===== config.mk =====
export PLATFORM = sky130hd
export DESIGN_NAME = div24u_trunc_seq_flat
export DESIGN_NICKNAME = d
export VERILOG_FILES = /design/src/rtl/div24u_trunc_seq_if.sv /design/src/rtl/div24u_trunc_seq.sv /design/src/flat_wrapper.sv
export SDC_FILE = /design/constraint.sdc
export NUM_CORES = 1
export LEC_CHECK = 0
export BUFFER_PORTS_ARGS = -buffer_cell sky130_fd_sc_hd__buf_4
export CORE_ASPECT_RATIO = 0.75
export CORE_MARGIN = 4
export CORE_UTILIZATION = 45
export DETAILED_ROUTE_END_ITERATION = 16
export HOLD_SLACK_MARGIN = 0.08
export PLACE_DENSITY = 0.82
export RECOVER_POWER = 50
export SYNTH_ARGS = -nofsm -noshare
export SYNTH_HDL_FRONTEND = slang
export SYNTH_SLANG_ARGS = --single-unit

===== constraint.sdc =====
create_clock -name clk -period 1.7 [get_ports clk]
set_input_delay 0.085 -clock clk [delete_from_list [all_inputs] [get_ports clk]]
set_output_delay 0.085 -clock clk [all_outputs]
set_load 0.01 [all_outputs]

===== src/rtl/div24u_trunc_seq_if.sv =====
// Handshake bundle for the truncated-operand sequential divider:
// the operand request channel plus the quotient/flag response channel.
interface div24u_trunc_seq_if #(
    parameter int WZ = 24,
    parameter int WB = 12,
    parameter int WQ = 12
);
    logic          in_valid;
    logic          in_ready;
    logic [WZ-1:0] Z;
    logic [WB-1:0] B;
    logic          out_valid;
    logic          out_ready;
    logic [WQ-1:0] Q;
    logic          ovf;
    logic          dz;

    modport master (
        output in_valid, Z, B, out_ready,
        input  in_ready, out_valid, Q, ovf, dz
    );

    modport slave (
        input  in_valid, Z, B, out_ready,
        output in_ready, out_valid, Q, ovf, dz
    );
endinterface


===== src/rtl/div24u_trunc_seq.sv =====
// Approximate unsigned divider: operand LSBs are zeroed, then an exact
// restoring division produces one quotient bit per clock, MSB first.
module div24u_trunc_seq #(
    parameter int WZ     = 24,
    parameter int WB     = 12,
    parameter int WQ     = 12,
    parameter int KEEP_Z = 10,
    parameter int KEEP_B = 5
) (
    input  logic                clk,
    input  logic                rst_n,
    div24u_trunc_seq_if.slave   bus
);
    localparam int CW = $clog2(WQ);

    localparam logic [1:0] S_IDLE = 2'd0;
    localparam logic [1:0] S_CALC = 2'd1;
    localparam logic [1:0] S_DONE = 2'd2;

    localparam logic [WZ-1:0] ZMASK = {{KEEP_Z{1'b1}}, {(WZ-KEEP_Z){1'b0}}};
    localparam logic [WB-1:0] BMASK = {{KEEP_B{1'b1}}, {(WB-KEEP_B){1'b0}}};

    logic [1:0]    state_q, state_d;
    logic [CW-1:0] cnt_q,   cnt_d;
    logic [WB:0]   rem_q,   rem_d;
    logic [WQ-1:0] zlo_q,   zlo_d;
    logic [WB-1:0] bt_q,    bt_d;
    logic [WQ-1:0] q_q,     q_d;
    logic          ovf_q,   ovf_d;
    logic          dz_q,    dz_d;

    logic [WZ-1:0] zt;
    logic [WB-1:0] bt;
    logic          sat_ovf;
    logic [WB:0]   trial;
    logic          ge;

    assign zt = bus.Z & ZMASK;
    assign bt = bus.B & BMASK;

    // Quotient fits in WQ bits only when the dividend's upper part is below the divisor.
    assign sat_ovf = {1'b0, zt} >= {1'b0, bt, {WQ{1'b0}}};

    assign trial = {rem_q[WB-1:0], zlo_q[WQ-1]};
    assign ge    = trial >= {1'b0, bt_q};

    always_comb begin
        state_d = state_q;
        cnt_d   = cnt_q;
        rem_d   = rem_q;
        zlo_d   = zlo_q;
        bt_d    = bt_q;
        q_d     = q_q;
        ovf_d   = ovf_q;
        dz_d    = dz_q;
        case (state_q)
            S_IDLE: begin
                if (bus.in_valid) begin
                    bt_d  = bt;
                    rem_d = {1'b0, zt[WZ-1:WQ]};
                    zlo_d = zt[WQ-1:0];
                    cnt_d = CW'(WQ - 1);
                    if (bt == '0) begin
                        state_d = S_DONE;
                        q_d     = '1;
                        dz_d    = 1'b1;
                        ovf_d   = 1'b0;
                    end else if (sat_ovf) begin
                        state_d = S_DONE;
                        q_d     = '1;
                        dz_d    = 1'b0;
                        ovf_d   = 1'b1;
                    end else begin
                        state_d = S_CALC;
                        dz_d    = 1'b0;
                        ovf_d   = 1'b0;
                    end
                end
            end
            S_CALC: begin
                rem_d = ge ? (trial - {1'b0, bt_q}) : trial;
                zlo_d = {zlo_q[WQ-2:0], 1'b0};
                q_d   = {q_q[WQ-2:0], ge};
                cnt_d = cnt_q - 1'b1;
                if (cnt_q == '0) state_d = S_DONE;
            end
            S_DONE: begin
                if (bus.out_ready) state_d = S_IDLE;
            end
            default: state_d = S_IDLE;
        endcase
    end

    always_ff @(posedge clk or negedge rst_n) begin
        if (!rst_n) begin
            state_q <= S_IDLE;
            cnt_q   <= '0;
            rem_q   <= '0;
            zlo_q   <= '0;
            bt_q    <= '0;
            q_q     <= '0;
            ovf_q   <= 1'b0;
            dz_q    <= 1'b0;
        end else begin
            state_q <= state_d;
            cnt_q   <= cnt_d;
            rem_q   <= rem_d;
            zlo_q   <= zlo_d;
            bt_q    <= bt_d;
            q_q     <= q_d;
            ovf_q   <= ovf_d;
            dz_q    <= dz_d;
        end
    end

    assign bus.in_ready  = (state_q == S_IDLE);
    assign bus.out_valid = (state_q == S_DONE);
    assign bus.Q         = q_q;
    assign bus.ovf       = ovf_q;
    assign bus.dz        = dz_q;
endmodule


===== src/flat_wrapper.sv =====
// flat-port wrapper written by rule: the top's interface ports become plain ports
module div24u_trunc_seq_flat 
#(
    parameter int WZ     = 24,
    parameter int WB     = 12,
    parameter int WQ     = 12,
    parameter int KEEP_Z = 10,
    parameter int KEEP_B = 5
)
  (clk, rst_n, bus_in_valid, bus_Z, bus_B, bus_out_ready, bus_in_ready, bus_out_valid, bus_Q, bus_ovf, bus_dz);
  div24u_trunc_seq_if #(.WZ(WZ), .WB(WB), .WQ(WQ)) bus_i ();
  input  logic clk;
  input  logic rst_n;
  input wire logic [$bits(bus_i.in_valid)-1:0] bus_in_valid;
  input wire logic [$bits(bus_i.Z)-1:0] bus_Z;
  input wire logic [$bits(bus_i.B)-1:0] bus_B;
  input wire logic [$bits(bus_i.out_ready)-1:0] bus_out_ready;
  output wire logic [$bits(bus_i.in_ready)-1:0] bus_in_ready;
  output wire logic [$bits(bus_i.out_valid)-1:0] bus_out_valid;
  output wire logic [$bits(bus_i.Q)-1:0] bus_Q;
  output wire logic [$bits(bus_i.ovf)-1:0] bus_ovf;
  output wire logic [$bits(bus_i.dz)-1:0] bus_dz;
  assign bus_i.in_valid = bus_in_valid;
  assign bus_i.Z = bus_Z;
  assign bus_i.B = bus_B;
  assign bus_i.out_ready = bus_out_ready;
  assign bus_in_ready = bus_i.in_ready;
  assign bus_out_valid = bus_i.out_valid;
  assign bus_Q = bus_i.Q;
  assign bus_ovf = bus_i.ovf;
  assign bus_dz = bus_i.dz;
  div24u_trunc_seq #(.WZ(WZ), .WB(WB), .WQ(WQ), .KEEP_Z(KEEP_Z), .KEEP_B(KEEP_B)) u_core (.clk(clk), .rst_n(rst_n), .bus(bus_i));
endmodule

==> results.json <==
{
  "grt_overflow_total": 0,
  "synth_compound_area_share_pct": 25.7,
  "path_cells": "ha_4, fa_2, nor2b_2, buf_4, o21ai_0, and3_1, o31ai_2",
  "power.density_mw_per_mm2": 2050,
  "vias_per_cell": 5.65,
  "synth_mux_area_share_pct": 1.06,
  "syn_area_mm2": 0.00200,
  "period_share_pct": 103,
  "place_hpwl_um": 3870,
  "violations": "negative setup slack",
  "dp_cells": 314,
  "p_int_uw": 3210,
  "critPathRequiredTime_ns": 1.91,
  "setup_slack_ns": -0.0569,
  "crit_fanout": 2,
  "setup_violations": 5,
  "first_iter_violations": 94,
  "cts_buffers": 5,
  "crit_buf_inv": 1,
  "port-buffer-count": 34,
  "hold_viol_final": 0,
  "drv_cap": 0,
  "synthCells": 210,
  "drive_gt1_share_pct": 34.2,
  "cp_top_family": "adder cells",
  "n_antenna_cell": 0,
  "cts_buffer_depth": 2,
  "antenna_found_initial": 0,
  "routedWlPerCell_um": 16.6,
  "mostFrequentLayoutCells": "buf_4 (54), dfrtp_1 (33), a21oi_1 (20)",
  "power_leakage_uw": 0.00119,
  "crit_arrival_ns": 1.97,
  "pwr-share-clk_pct": 13.7,
  "grtUsageTotal_pct": 20.6,
  "fp.dieArea_mm2": 0.00559,
  "final_max_slew_viol_count": 0,
  "start_util_pct": 47.9,
  "rows": 20,
  "synth_ff_type": "dfrtp_1",
  "fin_nets": 324,
  "grt_max_degree": 36,
  "max_stage_delay_ns": 0.44,
  "clkSinkCount": 35,
  "final_common_cell": "buf_4",
  "hold_path_class": "in2reg",
  "fmax_ghz": 0.569,
  "syn_nets": 263,
  "ctsRootBufferMaster": "clkbuf_8",
  "worstMarginPinSlew_ns": 0.884,
  "place_ws_ns": -0.140,
  "io_pins": 56,
  "synth_top_family_by_area": "compound AO/OA/AOI/OAI gates",
  "synth.avg_cell_area_um2": 9.53,
  "p_total_uw": 5530,
  "status": "finished, violations left",
  "die_y_um": 65.7,
  "die-width_um": 85.0,
  "path_class": "reg2reg",
  "tritoncts": "done",
  "fin_util_pct": 64.6,
  "slew_headroom_pct": 41.1,
  "grt_pass1_vias": 1876,
  "gp_congestion": 0.867,
  "synth_warnings": 0,
  "via_count": 1848,
  "seq_power_share_pct": 26.6,
  "clk_transition_reported_paths_ns": 0.08,
  "synth-simple-area-share_pct": 15.0,
  "h-tree-depth": 2,
  "skew_ns": 0.00655,
  "vdd_drop_max_v": 0.00107,
  "min_period_ns": 1.76,
  "p_comb_share_pct": 59.7,
  "grt_pass1_wl_um": 9110,
  "synth_xor_area_share_pct": 0,
  "antenna_left": 0,
  "clk_latency_ns": 0.29,
  "crit_path_end_kind": "flip-flop",
  "final_cells": 327,
  "synth-edff-count": 0,
  "ys_ff_latch": 35,
  "wirelength_um": 5430,
  "swShare_pct": 41.9,
  "core_mm2": 0.00418,
  "syn_to_final_growth_pct": 34.8,
  "synthArstFlopShare_pct": 100,
  "drc": 0,
  "synthAdderAreaFrac_pct": 8.51,
  "rsz0062_at_grt": "yes",
  "ys_seq_area_share_pct": 43.8,
  "crit_slowest_cell": "dfrtp_2",
  "ys_types": 46,
  "dr.pass1.iters": 4,
  "power.switching_uw": 2320,
  "startpoint_type": "flip-flop"
}
==> power groups by stage <==
| stage | Clock, uW | Combinational, uW | Sequential (uW) |
|---|---|---|---|
| finish | 757 | 3300 | 1470 |
| global route | 805 | 3600 | 1510 |
| CTS | 762 | 3060 | 1450 |
| detailed placement | 0 | 2860 | 1460 |
| global placement | 0 | 2750 | 1440 |
| floorplan | 0 | 1740 | 1450 |
==> worst register-to-register path: stages, from the launching register on <==
cell and delay (ns):
dfrtp_2 0.44, ha_4 0.18, fa_2 0.35, nor2b_2 0.14, buf_4 0.13, o21ai_0 0.09, and3_1 0.19, o31ai_2 0.16
==> metal layers <==
| metal | vias up | global-route usage [%] | routed length [um] |
|---|---|---|---|
| li1 | 890 | - | - |
| met2 | 37 | 33.6 | 2590 |
| met5 | - | 0 | 0 |
| met4 | 0 | 7.11 | 92 |
| met1 | 910 | 26.9 | 2510 |
| met3 | 11 | 5.01 | 240 |
==> path summary, 6_finish.rpt <==
kind / start / to / slack [ns] / cells after the start
max: u_core.bt_q[7] / u_core.rem_q[11] / -0.06 / 7
min reg2reg: u_core.cnt_q[3] / u_core.cnt_q[3] / 0.48 / 1
min: bus_B[8] / u_core.bt_q[8] / 0.09 / 3
min in group asynchronous: rst_n / u_core.bt_q[9] / 0.44 / 2
max reg2reg: u_core.bt_q[7] / u_core.rem_q[11] / -0.06 / 7
max in group asynchronous: rst_n / u_core.bt_q[7] / 0.64 / 2
==> logic make-up after synthesis <==
family                     Yosys count
AOI/OAI and AO/OA                   75
and+or+nand+nor                     60
DFF                                 35
buffers and inverters               25
adders and majority gates           13
muxes                                2
==> synth_stat cells, types with 2 or more instances <==
library cell	instances	area share, %
o211ai_2	2	1.3
inv_1	14	2.6
buf_2	2	0.50
and3_1	5	1.6
buf_6	3	1.7
dfrtp_1	35	44
clkbuf_1	6	1.1
nor2b_1	5	1.6
nor2_1	19	3.6
a22oi_1	5	1.9
nand2b_1	2	0.63
ha_1	12	7.5
o21ai_0	15	3.8
o311ai_1	2	0.88
o22ai_1	12	3.8
o21a_1	2	0.75
nand2_1	16	3.0
nand3_1	3	0.75
o31ai_2	2	1.3
a32o_1	2	1.0
a21oi_1	21	5.3
==> registers in the layout, summed over array words and instances (netlist names) <==
name and cells:
u_core.rem_q 10, u_core.bus.Q 12, u_core.cnt_q 4, u_core.state_q 2
u_core.bus.dz 1, u_core.bus.ovf 1, u_core.bt_q 5
==> through the flow <==
stage,setup TNS [ns],area [um2],hold WS [ns]
floorplan,0,2020,-0.211
global placement,-0.356,2470,0.0643
detailed placement,-1.22,2470,0.0710
CTS,-0.337,2660,0.0869
global route,-0.557,2700,0.0962
finish,-0.186,2700,0.0878
==> final cells by class <==
class,count,area (um2)
Fill cell,311,1480
Tap cell,55,68.8
Timing Repair Buffer,65,482
Inverter,14,52.6
Multi-Input combinational cell,150,1100
Sequential cell,35,878
Clock buffer,5,68.8
Clock inverter,3,43.8
==> timing repair <==
| action | in CTS | in global routing |
|---|---|---|
| resized for setup | 9 | 12 |
| pin swaps | 4 | 6 |
| cloned | 0 | 0 |
| hold buffers | 3 | 0 |
| endpoints found under the hold margin | 37 | 0 |
| buffers inserted | 1 | 1 |
| setup endpoints to repair | 6 | 6 |
Power figures use the tool's default switching activity.
